===== src/rtl/axi_read_master_v2_pkg.sv =====
// Shared types, constants and helpers for the AXI4 read master.
package axi_read_master_v2_pkg;

  typedef enum logic [2:0] {
    IDLE,
    CALC,
    ISSUE,
    DRAIN,
    DONE
  } state_t;

  localparam int LP_4K_BYTES  = 4096;
  localparam int LP_4K_ADDR_W = 12;

  function automatic logic [63:0] f_min(input logic [63:0] a, input logic [63:0] b);
    return (a < b) ? a : b;
  endfunction

  // Byte-index width within one data beat.
  function automatic int f_byte_idx_w(input int dw);
    return $clog2(dw / 8);
  endfunction

  // Wide enough for ceil(max_len / DWB).
  function automatic int f_beats_w(input int xfer_w, input int dw);
    return xfer_w - $clog2(dw / 8) + 1;
  endfunction

  // Holds burst lengths 1..max_burst inclusive.
  function automatic int f_burst_w(input int max_burst);
    return $clog2(max_burst) + 1;
  endfunction

endpackage


===== src/rtl/axi_master_counter.sv =====
// Generic load/up/down counter shared by the read masters.
module axi_master_counter #(
  parameter int                 C_WIDTH = 8,
  parameter logic [C_WIDTH-1:0] C_INIT  = '0
) (
  input  logic               clk,
  input  logic               reset,
  input  logic               load,
  input  logic [C_WIDTH-1:0] load_value,
  input  logic               incr,
  input  logic               decr,
  output logic [C_WIDTH-1:0] count
);

  // Simultaneous incr and decr cancel out.
  always_ff @(posedge clk) begin
    if (reset) begin
      count <= C_INIT;
    end else if (load) begin
      count <= load_value;
    end else if (incr && !decr) begin
      count <= count + C_WIDTH'(1);
    end else if (decr && !incr) begin
      count <= count - C_WIDTH'(1);
    end
  end

endmodule


===== src/rtl/axi_rd_burst_calc.sv =====
// Registered burst length: min(max burst, beats left in the 4 KB page, remaining beats).
module axi_rd_burst_calc
  import axi_read_master_v2_pkg::*;
#(
  parameter int C_MAX_BURST_LENGTH = 64,
  parameter int C_IDX_W            = 6,
  parameter int C_BEATS_W          = 27,
  parameter int C_BURST_W          = 7
) (
  input  logic                    clk,
  input  logic                    reset,
  input  logic                    en,
  input  logic [LP_4K_ADDR_W-1:0] addr_lo,
  input  logic [C_BEATS_W-1:0]    remaining,
  output logic [C_BURST_W-1:0]    burst
);

  logic [LP_4K_ADDR_W:0] to_4k_bytes;

  // The address is beat aligned, so the page remainder divides exactly.
  assign to_4k_bytes = (LP_4K_ADDR_W + 1)'(LP_4K_BYTES) - {1'b0, addr_lo};

  always_ff @(posedge clk) begin
    if (reset) begin
      burst <= '0;
    end else if (en) begin
      burst <= C_BURST_W'(f_min(f_min(64'(C_MAX_BURST_LENGTH), 64'(to_4k_bytes >> C_IDX_W)),
                                64'(remaining)));
    end
  end

endmodule


===== src/rtl/axi_read_master_v2.sv =====
// AXI4 read master streaming a byte-exact region to AXI4-Stream.
// Optional RRESP error flag: define AXI_READ_MASTER_V2_RRESP_CHECK_EN.
module axi_read_master_v2
  import axi_read_master_v2_pkg::*;
#(
  parameter int C_M_AXI_ADDR_WIDTH = 64,
  parameter int C_M_AXI_DATA_WIDTH = 512,
  parameter int C_XFER_SIZE_WIDTH  = 32,
  parameter int C_MAX_OUTSTANDING  = 16,
  parameter int C_MAX_BURST_LENGTH = 64
) (
  input  logic                            aclk,
  input  logic                            areset,
  input  logic                            ctrl_start,
  output logic                            ctrl_ready,
  output logic                            ctrl_done,
  input  logic [C_M_AXI_ADDR_WIDTH-1:0]   ctrl_addr_offset,
  input  logic [C_XFER_SIZE_WIDTH-1:0]    ctrl_xfer_size_in_bytes,
  output logic                            m_axi_arvalid,
  input  logic                            m_axi_arready,
  output logic [C_M_AXI_ADDR_WIDTH-1:0]   m_axi_araddr,
  output logic [7:0]                      m_axi_arlen,
  input  logic                            m_axi_rvalid,
  output logic                            m_axi_rready,
  input  logic [C_M_AXI_DATA_WIDTH-1:0]   m_axi_rdata,
  input  logic                            m_axi_rlast,
  input  logic [1:0]                      m_axi_rresp,
  output logic                            m_axis_tvalid,
  input  logic                            m_axis_tready,
  output logic [C_M_AXI_DATA_WIDTH-1:0]   m_axis_tdata,
  output logic [C_M_AXI_DATA_WIDTH/8-1:0] m_axis_tkeep,
  output logic                            m_axis_tlast,
  output logic                            ctrl_error
);

  localparam int LP_DWB     = C_M_AXI_DATA_WIDTH / 8;
  localparam int LP_IDX_W   = f_byte_idx_w(C_M_AXI_DATA_WIDTH);
  localparam int LP_BEATS_W = f_beats_w(C_XFER_SIZE_WIDTH, C_M_AXI_DATA_WIDTH);
  localparam int LP_BURST_W = f_burst_w(C_MAX_BURST_LENGTH);
  localparam int LP_VAC_W   = $clog2(C_MAX_OUTSTANDING + 1);

  state_t                        state, state_nxt;
  logic [C_M_AXI_ADDR_WIDTH-1:0] addr_r;
  logic [LP_BEATS_W-1:0]         remaining_r;
  logic [LP_BEATS_W-1:0]         beats_in;
  logic [LP_BEATS_W-1:0]         beat_cnt;
  logic [LP_DWB-1:0]             last_keep_r;
  logic [LP_DWB-1:0]             keep_in;
  logic [LP_BURST_W-1:0]         burst;
  logic [LP_VAC_W-1:0]           vacancy;
  logic [C_XFER_SIZE_WIDTH:0]    len_round;
  logic                          done_r;
  logic                          start_ok;
  logic                          ar_hs;
  logic                          r_hs;
  logic                          final_beat;
  logic                          unused_bits;

  assign start_ok   = ctrl_start && (state == IDLE);
  assign ar_hs      = m_axi_arvalid && m_axi_arready;
  assign r_hs       = m_axi_rvalid && m_axi_rready;
  assign final_beat = (beat_cnt == LP_BEATS_W'(1));

  assign len_round = {1'b0, ctrl_xfer_size_in_bytes} + (C_XFER_SIZE_WIDTH + 1)'(LP_DWB - 1);
  assign beats_in  = len_round[C_XFER_SIZE_WIDTH:LP_IDX_W];

  // A length that is a whole number of beats keeps every byte of the last beat.
  always_comb begin
    keep_in = '1;
    if (ctrl_xfer_size_in_bytes[LP_IDX_W-1:0] != '0) begin
      keep_in = (LP_DWB'(1) << ctrl_xfer_size_in_bytes[LP_IDX_W-1:0]) - LP_DWB'(1);
    end
  end

  always_ff @(posedge aclk) begin
    if (areset) begin
      state <= IDLE;
    end else begin
      state <= state_nxt;
    end
  end

  always_comb begin
    state_nxt = state;
    case (state)
      IDLE:    if (start_ok) state_nxt = (beats_in == '0) ? DONE : CALC;
      CALC:    state_nxt = ISSUE;
      ISSUE:   if (ar_hs) state_nxt = (remaining_r == LP_BEATS_W'(burst)) ? DRAIN : CALC;
      DRAIN:   if ((beat_cnt == '0) || (r_hs && final_beat)) state_nxt = DONE;
      DONE:    state_nxt = IDLE;
      default: state_nxt = IDLE;
    endcase
  end

  // Burst address and remaining beats advance only on an accepted AR.
  always_ff @(posedge aclk) begin
    if (areset) begin
      addr_r      <= '0;
      remaining_r <= '0;
      last_keep_r <= '0;
      done_r      <= 1'b0;
    end else begin
      done_r <= (state == DONE);
      if (start_ok) begin
        addr_r      <= {ctrl_addr_offset[C_M_AXI_ADDR_WIDTH-1:LP_IDX_W], LP_IDX_W'(0)};
        remaining_r <= beats_in;
        last_keep_r <= keep_in;
      end else if (ar_hs) begin
        addr_r      <= addr_r + (C_M_AXI_ADDR_WIDTH'(burst) << LP_IDX_W);
        remaining_r <= remaining_r - LP_BEATS_W'(burst);
      end
    end
  end

  axi_rd_burst_calc #(
    .C_MAX_BURST_LENGTH(C_MAX_BURST_LENGTH),
    .C_IDX_W           (LP_IDX_W),
    .C_BEATS_W         (LP_BEATS_W),
    .C_BURST_W         (LP_BURST_W)
  ) u_burst_calc (
    .clk      (aclk),
    .reset    (areset),
    .en       (state == CALC),
    .addr_lo  (addr_r[LP_4K_ADDR_W-1:0]),
    .remaining(remaining_r),
    .burst    (burst)
  );

  axi_master_counter #(
    .C_WIDTH(LP_BEATS_W),
    .C_INIT (LP_BEATS_W'(0))
  ) u_beat_cnt (
    .clk       (aclk),
    .reset     (areset),
    .load      (start_ok),
    .load_value(beats_in),
    .incr      (1'b0),
    .decr      (r_hs && (beat_cnt != '0)),
    .count     (beat_cnt)
  );

  // Free AR slots: returned on each burst's RLAST, consumed on each AR.
  axi_master_counter #(
    .C_WIDTH(LP_VAC_W),
    .C_INIT (LP_VAC_W'(C_MAX_OUTSTANDING))
  ) u_vacancy (
    .clk       (aclk),
    .reset     (areset),
    .load      (1'b0),
    .load_value('0),
    .incr      (r_hs && m_axi_rlast && (vacancy != LP_VAC_W'(C_MAX_OUTSTANDING))),
    .decr      (ar_hs),
    .count     (vacancy)
  );

  assign ctrl_ready    = (state == IDLE);
  assign ctrl_done     = done_r;
  assign m_axi_arvalid = (state == ISSUE) && (vacancy != '0);
  assign m_axi_araddr  = addr_r;
  assign m_axi_arlen   = 8'(burst - LP_BURST_W'(1));
  assign m_axis_tvalid = m_axi_rvalid;
  assign m_axis_tdata  = m_axi_rdata;
  assign m_axi_rready  = m_axis_tready;
  assign m_axis_tlast  = final_beat;
  assign m_axis_tkeep  = final_beat ? last_keep_r : '1;

`ifdef AXI_READ_MASTER_V2_RRESP_CHECK_EN
  logic error_r;

  always_ff @(posedge aclk) begin
    if (areset) begin
      error_r <= 1'b0;
    end else if (start_ok) begin
      error_r <= 1'b0;
    end else if (r_hs && m_axi_rresp[1]) begin
      error_r <= 1'b1;
    end
  end

  assign ctrl_error  = error_r;
  assign unused_bits = ^{ctrl_addr_offset[LP_IDX_W-1:0], len_round[LP_IDX_W-1:0], m_axi_rresp[0]};
`else
  assign ctrl_error  = 1'b0;
  assign unused_bits = ^{ctrl_addr_offset[LP_IDX_W-1:0], len_round[LP_IDX_W-1:0], m_axi_rresp};
`endif

endmodule


===== config.mk =====
export PLATFORM = sky130hd
export DESIGN_NAME = axi_read_master_v2
export DESIGN_NICKNAME = d
export VERILOG_FILES = /design/src/rtl/axi_read_master_v2_pkg.sv /design/src/rtl/axi_master_counter.sv /design/src/rtl/axi_rd_burst_calc.sv /design/src/rtl/axi_read_master_v2.sv
export SDC_FILE = /design/constraint.sdc
export NUM_CORES = 1
export LEC_CHECK = 0
export BUFFER_PORTS_ARGS = -buffer_cell sky130_fd_sc_hd__buf_2
export CORE_AREA = 5 5 486 488
export DETAILED_ROUTE_END_ITERATION = 6
export DIE_AREA = 0 0 491 493
export GPL_TIMING_DRIVEN = 0
export PLACE_DENSITY = 0.35
export SETUP_SLACK_MARGIN = 0.4
export SLEW_MARGIN = 20
export SYNTH_ARGS = -nofsm -noshare
export SYNTH_HDL_FRONTEND = slang
export SYNTH_HIERARCHICAL = 1
export SYNTH_SLANG_ARGS = --single-unit

===== constraint.sdc =====
create_clock -name aclk -period 3.45 [get_ports aclk]
set_input_delay 0.5175 -clock aclk [delete_from_list [all_inputs] [get_ports aclk]]
set_output_delay 0.5175 -clock aclk [all_outputs]
set_load 0.05 [all_outputs]

Word level (Yosys, flattened, before mapping)

Index checks and enable logic that the tools add are counted.

Register bits: 198
Input port bits: 617
Output and inout port bits: 655
Logic and storage cells: 73

Reductions and logical operators: 24
Add/sub/neg operators: 9
Equality and inequality tests: 10
$lt $le $gt $ge: 2
Mux-type cells: 18
Shifts and indexed selects: 1

Operators with widths:

| kind                                                  | count |
|---|---|
| 2-to-1 mux 64 bit                                     | 4 |
| 2-to-1 mux 27 bit                                     | 4 |
| adder 64 x 13 -> 64 bit                               | 1 |
| left shift 1 x 6 -> 64 bit (first input constant)     | 1 |
| subtractor 64 x 2 -> 64 bit (second input constant)   | 1 |
| logical NOT 27 bit                                    | 2 |
| adder 32 x 6 -> 33 bit (second input constant)        | 1 |
| equality test 27 x 1 -> 1 bit (second input constant) | 1 |
| equality test 27 x 7 -> 1 bit                         | 1 |
| less-than comparator 7 x 27 -> 1 bit                  | 1 |
| nonzero test 27 bit                                   | 1 |
| subtractor 27 x 1 -> 27 bit (second input constant)   | 1 |
| subtractor 27 x 7 -> 27 bit                           | 1 |
| 2-to-1 mux 7 bit                                      | 2 |
| subtractor 13 x 12 -> 13 bit (first input constant)   | 1 |
| 2-to-1 mux 3 bit                                      | 4 |
| one-hot mux 3 bit (4 select lines)                    | 1 |
| logical AND 1 bit                                     | 10 |
| 2-to-1 mux 5 bit                                      | 2 |
| subtractor 7 x 1 -> 8 bit (second input constant)     | 1 |
| less-than comparator 7 bit (first input constant)     | 1 |
| equality test 3 x 2 -> 1 bit (second input constant)  | 2 |
| nonzero test 2 bit                                    | 3 |
| nonzero test 6 bit                                    | 1 |
| 14 further kinds                                      | 16 |

Logic depth before layout (Yosys ltp)

Word-level depth: 7
Depth in mapped cells: 14

Cells and area by module

Netlist, hierarchy kept.

By module, submodules not included:

| module                           | cells each | times used | area each (um^2) |
|---|---|---|---|
| axi_read_master_v2               | 1836       | 1          | 13807.0 |
| axi_master_counter at u_beat_cnt | 362        | 1          | 2721.4 |
| axi_rd_burst_calc                | 84         | 1          | 666.9 |
| axi_master_counter at u_vacancy  | 48         | 1          | 399.1 |

Worst setup path before layout

Ideal clock, no wire load.

Path type: register -> register
From: reg state[1]
To: reg u_beat_cnt.count[19]
Data required time: 3375 ps
Setup slack: -414 ps
Arrival: 3789 ps
Stages on the path, launching flop included: 12
Path buffers: 6
Cells stage by stage: dfxtp_1 buf_2 nor3_1 nand2_1 inv_1 clkbuf_1 buf_1 clkbuf_1 clkbuf_1 clkbuf_1 a21oi_1 o22ai_1

Word-level cells in the longest chain between the ends: 3

Ends and longest elaborated chain:

| what                                                    | line                     | RTL |
|---|---|---|
| from (decl)                                             | axi_read_master_v2.sv:42 | `state_t state, state_nxt;` |
| from (signal assigned)                                  | axi_read_master_v2.sv:79 | `state <= state_nxt;` |
| logical NOT 3 bit (*)                                   | n/a                      |  |
| named net ctrl_ready                                    | axi_read_master_v2.sv:15 | `output logic ctrl_ready,` |
| logical AND 1 bit (*)                                   | axi_read_master_v2.sv:59 | `assign start_ok = ctrl_start && (state == IDLE);` |
| named net start_ok                                      | axi_read_master_v2.sv:53 | `logic start_ok;` |
| 2-to-1 mux 27 bit or nonzero test 2 bit (tied branches) | n/a                      |  |
| to (signal assigned)                                    | axi_master_counter.sv:20 | `count <= load_value;` |
| to (signal assigned)                                    | axi_master_counter.sv:22 | `count <= count + C_WIDTH'(1);` |
| to (signal assigned)                                    | axi_master_counter.sv:24 | `count <= count - C_WIDTH'(1);` |
| to (decl)                                               | axi_master_counter.sv:12 | `output logic [C_WIDTH-1:0] count` |

Mark *: on every way through the listed nets, which the timed path passes. The rest lies on a longest branch.
A chain may end at the register's enable or synchronous reset.

Worst setup path after layout

From: reg u_beat_cnt.count[1]
To: out m_axis_tkeep[50]

Word-level cells in the longest chain between the ends: 2

Ends and longest elaborated chain:

| what                          | line                      | RTL |
|---|---|---|
| equality test 27 x 1 -> 1 bit | axi_read_master_v2.sv:62  | `assign final_beat = (beat_cnt == LP_BEATS_W'(1));` |
| 2-to-1 mux 64 bit             | axi_read_master_v2.sv:165 | `assign m_axis_tkeep = final_beat ? last_keep_r : '1;` |
| to (decl)                     | axi_read_master_v2.sv:31  | `output logic [C_M_AXI_DATA_WIDTH/8-1:0] m_axis_tkeep,` |

Every way passes these cells.

==> impl_metrics.ini <==
[outcome]
run_status = finished clean

[min_path]
hold_end = m_axi_araddr[7]
hp-class = in -> reg
hp-start = ctrl_addr_offset[7]
hold_depth = 3

[cells_and_area]
nFillCells = 26900
final_cell_area_sq_um = 27300
nets = 3824
final_cell_mix = buf_2 (702), buf_4 (555), dfxtp_1 (180), nor2_1 (171), nand2_1 (143)
syn2layout_area_growth_pct = 54.9
final_layout_size_suffix_gt1_share_pct = 47.6
final_common_cell = buf_2

[sta]
post-route-period-util_pct = 88.4
setup_viol = 0
slew_headroom_pct = 3.69
worst_slew_pin_slew_ns = 1.44
period_needed_ns = 3.05
finalClockSkew_ns = 0.0205
tns_ns = 0
finalMaxSlewViolations = 0
hold_viol = 0
rsz0062_at_grt = true
fmax_ghz = 0.328

[worst_setup_path]
crit_path_max_fanout = 5
r2r_end = u_vacancy/count[1]
crit_path_cell_trace = nor4_4, nand4_1, nor2_2, and2_4, clkbuf_16, clkbuf_16, nand2b_4, buf_12
start_kind = flip-flop
required_ns = 2.93
crit_arrival_ns = 2.53
crit_path_end_kind = output port
crit_path_frequent_cell = clkbuf_16
crit_type = reg -> out
cp_slowest_cell = dfxtp_4
rr_startpoint = u_vacancy/count[0]
rrSetupSlack_ns = 0.41
reg2regPathDepth = 13
slowest_delay_ns = 0.37

[floorplanning]
io_pins = 1272
start_util_pct = 7.60
core_sq_um = 231000
die_w_um = 491
die-area_sq_um = 242000
die_y_um = 493
num_rows = 177

[power_and_ir_drop]
ir_drop_mv = 0.384
internal_power_mw = 7.23
p_leak_nw = 11.4
p_seq_share_pct = 23.0
powerDensity_nw_per_um2 = 591
clkPwrFrac_pct = 13.9
p_comb_share_pct = 63.2
swShare_pct = 55.1
switching_power_mw = 8.89

[clocking]
cts_buffer_depth = 2
cts_tree = done
cts.sinks = 192
clk_pin_slew_worst_paths_ns = 0.09
clk_latency_ns = 0.52
cts_root_buf = clkbuf_16
hold_buffers = 0
htree_levels = 4
numCtsBuffers = 17

[synth]
netlist_instances = 2330
synth_area_leaders = buf_4 (22%), dfxtp_1 (22%), o21ai_0 (3.8%), nor2_1 (3.7%), ha_1 (3.7%)
yosys_most_used_dff = dfxtp_1
synth.ff_latch_count = 192
ys_warn_count = 6
syn_area_sq_um = 17600
synth_seq_area_share_pct = 21.8
async_reset_ff_share_pct = 0
yosysUniqueCellTypes = 104
synth_top_area_share_pct = 22.3
avgSynthCellArea_sq_um = 7.55
synth_enable_flop_cells = 0
yosysTopAreaCell = buf_4

[placed_design]
place_area_sq_um = 25200
finalWeightedCongestion = 0.977
post-dp-hpwl_um = 127000
numPortBuffers = 743

[drt]
num_vias = 20700
drtIter0Drc = 1308
routed_wl_um = 146000
antenna_left = 0
wl_per_cell_um = 23.5
post-route-drc-count = 0
first_pass_iters = 5
via_per_inst = 3.32

[grt]
grt_max_degree = 29
grt_use_total_pct = 11.3
antenna_found_initial = 80
grt_first_pass_wirelength_um = 187000
grt-ovfl-total = 0
grt_pass1_vias = 20300

[run]
drv_cap = 0
-- cell type report --
cell class	instances	area (sq um)	share of cell area (%)
Timing Repair Buffer	777	4400	16.1
Sequential cell	192	3860	14.2
Multi-Input combinational cell	1463	9640	35.4
Clock buffer	18	439	1.61
Inverter	58	226	0.831
Buffer	642	4670	17.1
Tap cell	3043	3810	14.0
Antenna cell	16	40.0	0.147
Clock inverter	14	174	0.638
-- cell usage after synthesis, types with 17 or more instances --
| cell | count |
|---|---|
| a21o_1 | 21 |
| a211oi_1 | 26 |
| nand3_1 | 58 |
| buf_4 | 522 |
| or3_1 | 28 |
| nor3_1 | 40 |
| nor2_1 | 175 |
| a31oi_1 | 42 |
| inv_1 | 58 |
| ha_1 | 52 |
| o21a_1 | 18 |
| a221oi_1 | 17 |
| nand2_1 | 144 |
| nand4_1 | 43 |
| nor4_1 | 37 |
| o211ai_1 | 21 |
| dfxtp_1 | 192 |
| o21ai_0 | 133 |
| a21oi_1 | 128 |
| and3_1 | 26 |
| a311oi_1 | 20 |
| clkbuf_1 | 94 |
| xnor2_1 | 52 |
| o22ai_1 | 17 |
| nand2b_1 | 73 |
| xor2_1 | 30 |
-- cells by family (layout without fill, tap and decap cells) --
family                   count (synthesis)  in the layout  synth area share [%]
adder cells (fa/ha/maj)                 56             56                  4.15
AND/OR/NAND/NOR                        716            716                  21.1
buffers and inverters                  700           1509                  26.4
multiplexers                            11             11                 0.633
flip-flops                             192            192                  21.8
other                                    1             42                0.0213
XOR/XNOR                                82             82                  4.08
AO/OA/AOI/OAI                          572            572                  21.7
-- power groups by stage --
stage	registers (mW)	clock network [mW]	logic [mW]
floorplan	3.88	0	6.34
global placement	3.70	0	9.96
global route	3.80	2.38	11.0
detailed placement	3.70	0	9.94
CTS	3.68	2.32	10.2
finish	3.70	2.23	10.2
-- through the flow --
step                      setup WS (ns)  hold slack, ns  total power [mW]  util (%)  std cells
after floorplan                   0.417           0.427              10.2         -       2355
after global placement            -1.56           0.443              13.7      10.9       6141
after detailed placement          -1.49           0.442              13.6      10.9       6142
after CTS                         0.312           0.214              16.2      11.6       6194
after global routing              0.282           0.225              17.1      11.8       6216
final                             0.401           0.251              16.1      11.8       6223
-- repair_timing --
item	CTS	global route
buffers inserted	17	9
resized for setup	201	100
gates cloned	3	4
pin swaps	14	13
endpoints found under the setup margin	245	137
-- critical path: cells and delay by family, from the launching register on --
| kind | cells | cell delay (ns) |
|---|---|---|
| simple gates | 5 | 1.05 |
| buf+inv | 3 | 0.55 |
| flops | 1 | 0.37 |
-- state kept, by name (all words and copies together), names as in the netlist --
signal,count
remaining_r,27
u_vacancy/count,5
u_burst_calc/burst,7
u_beat_cnt/count,27
ctrl_done,1
last_keep_r,64
state,3
m_axi_araddr,58
-- worst max-delay path by stage --
stage | startpoint | end | cells after the start
global route | u_beat_cnt/count[1] | m_axis_tkeep[50] | 8
global placement | ctrl_xfer_size_in_bytes[2] | u_beat_cnt/count[23] | 9
CTS | u_beat_cnt/count[1] | m_axis_tkeep[51] | 8
floorplan | u_vacancy/count[1] | u_vacancy/count[3] | 12
finish | u_beat_cnt/count[1] | m_axis_tkeep[50] | 8
detailed placement | state[0] | u_vacancy/count[2] | 14
-- metal layers --
layer	part of all wire (%)	GRT usage [%]	wire (um)	vias up
li1	-	-	-	9405
met2	50	20.2	72400	1160
met5	0.17	0	251	-
met3	8.4	3.71	12300	208
met4	3.6	3.65	5230	40
met1	38	12.6	56100	9837
(Power assumes the default switching activity.)
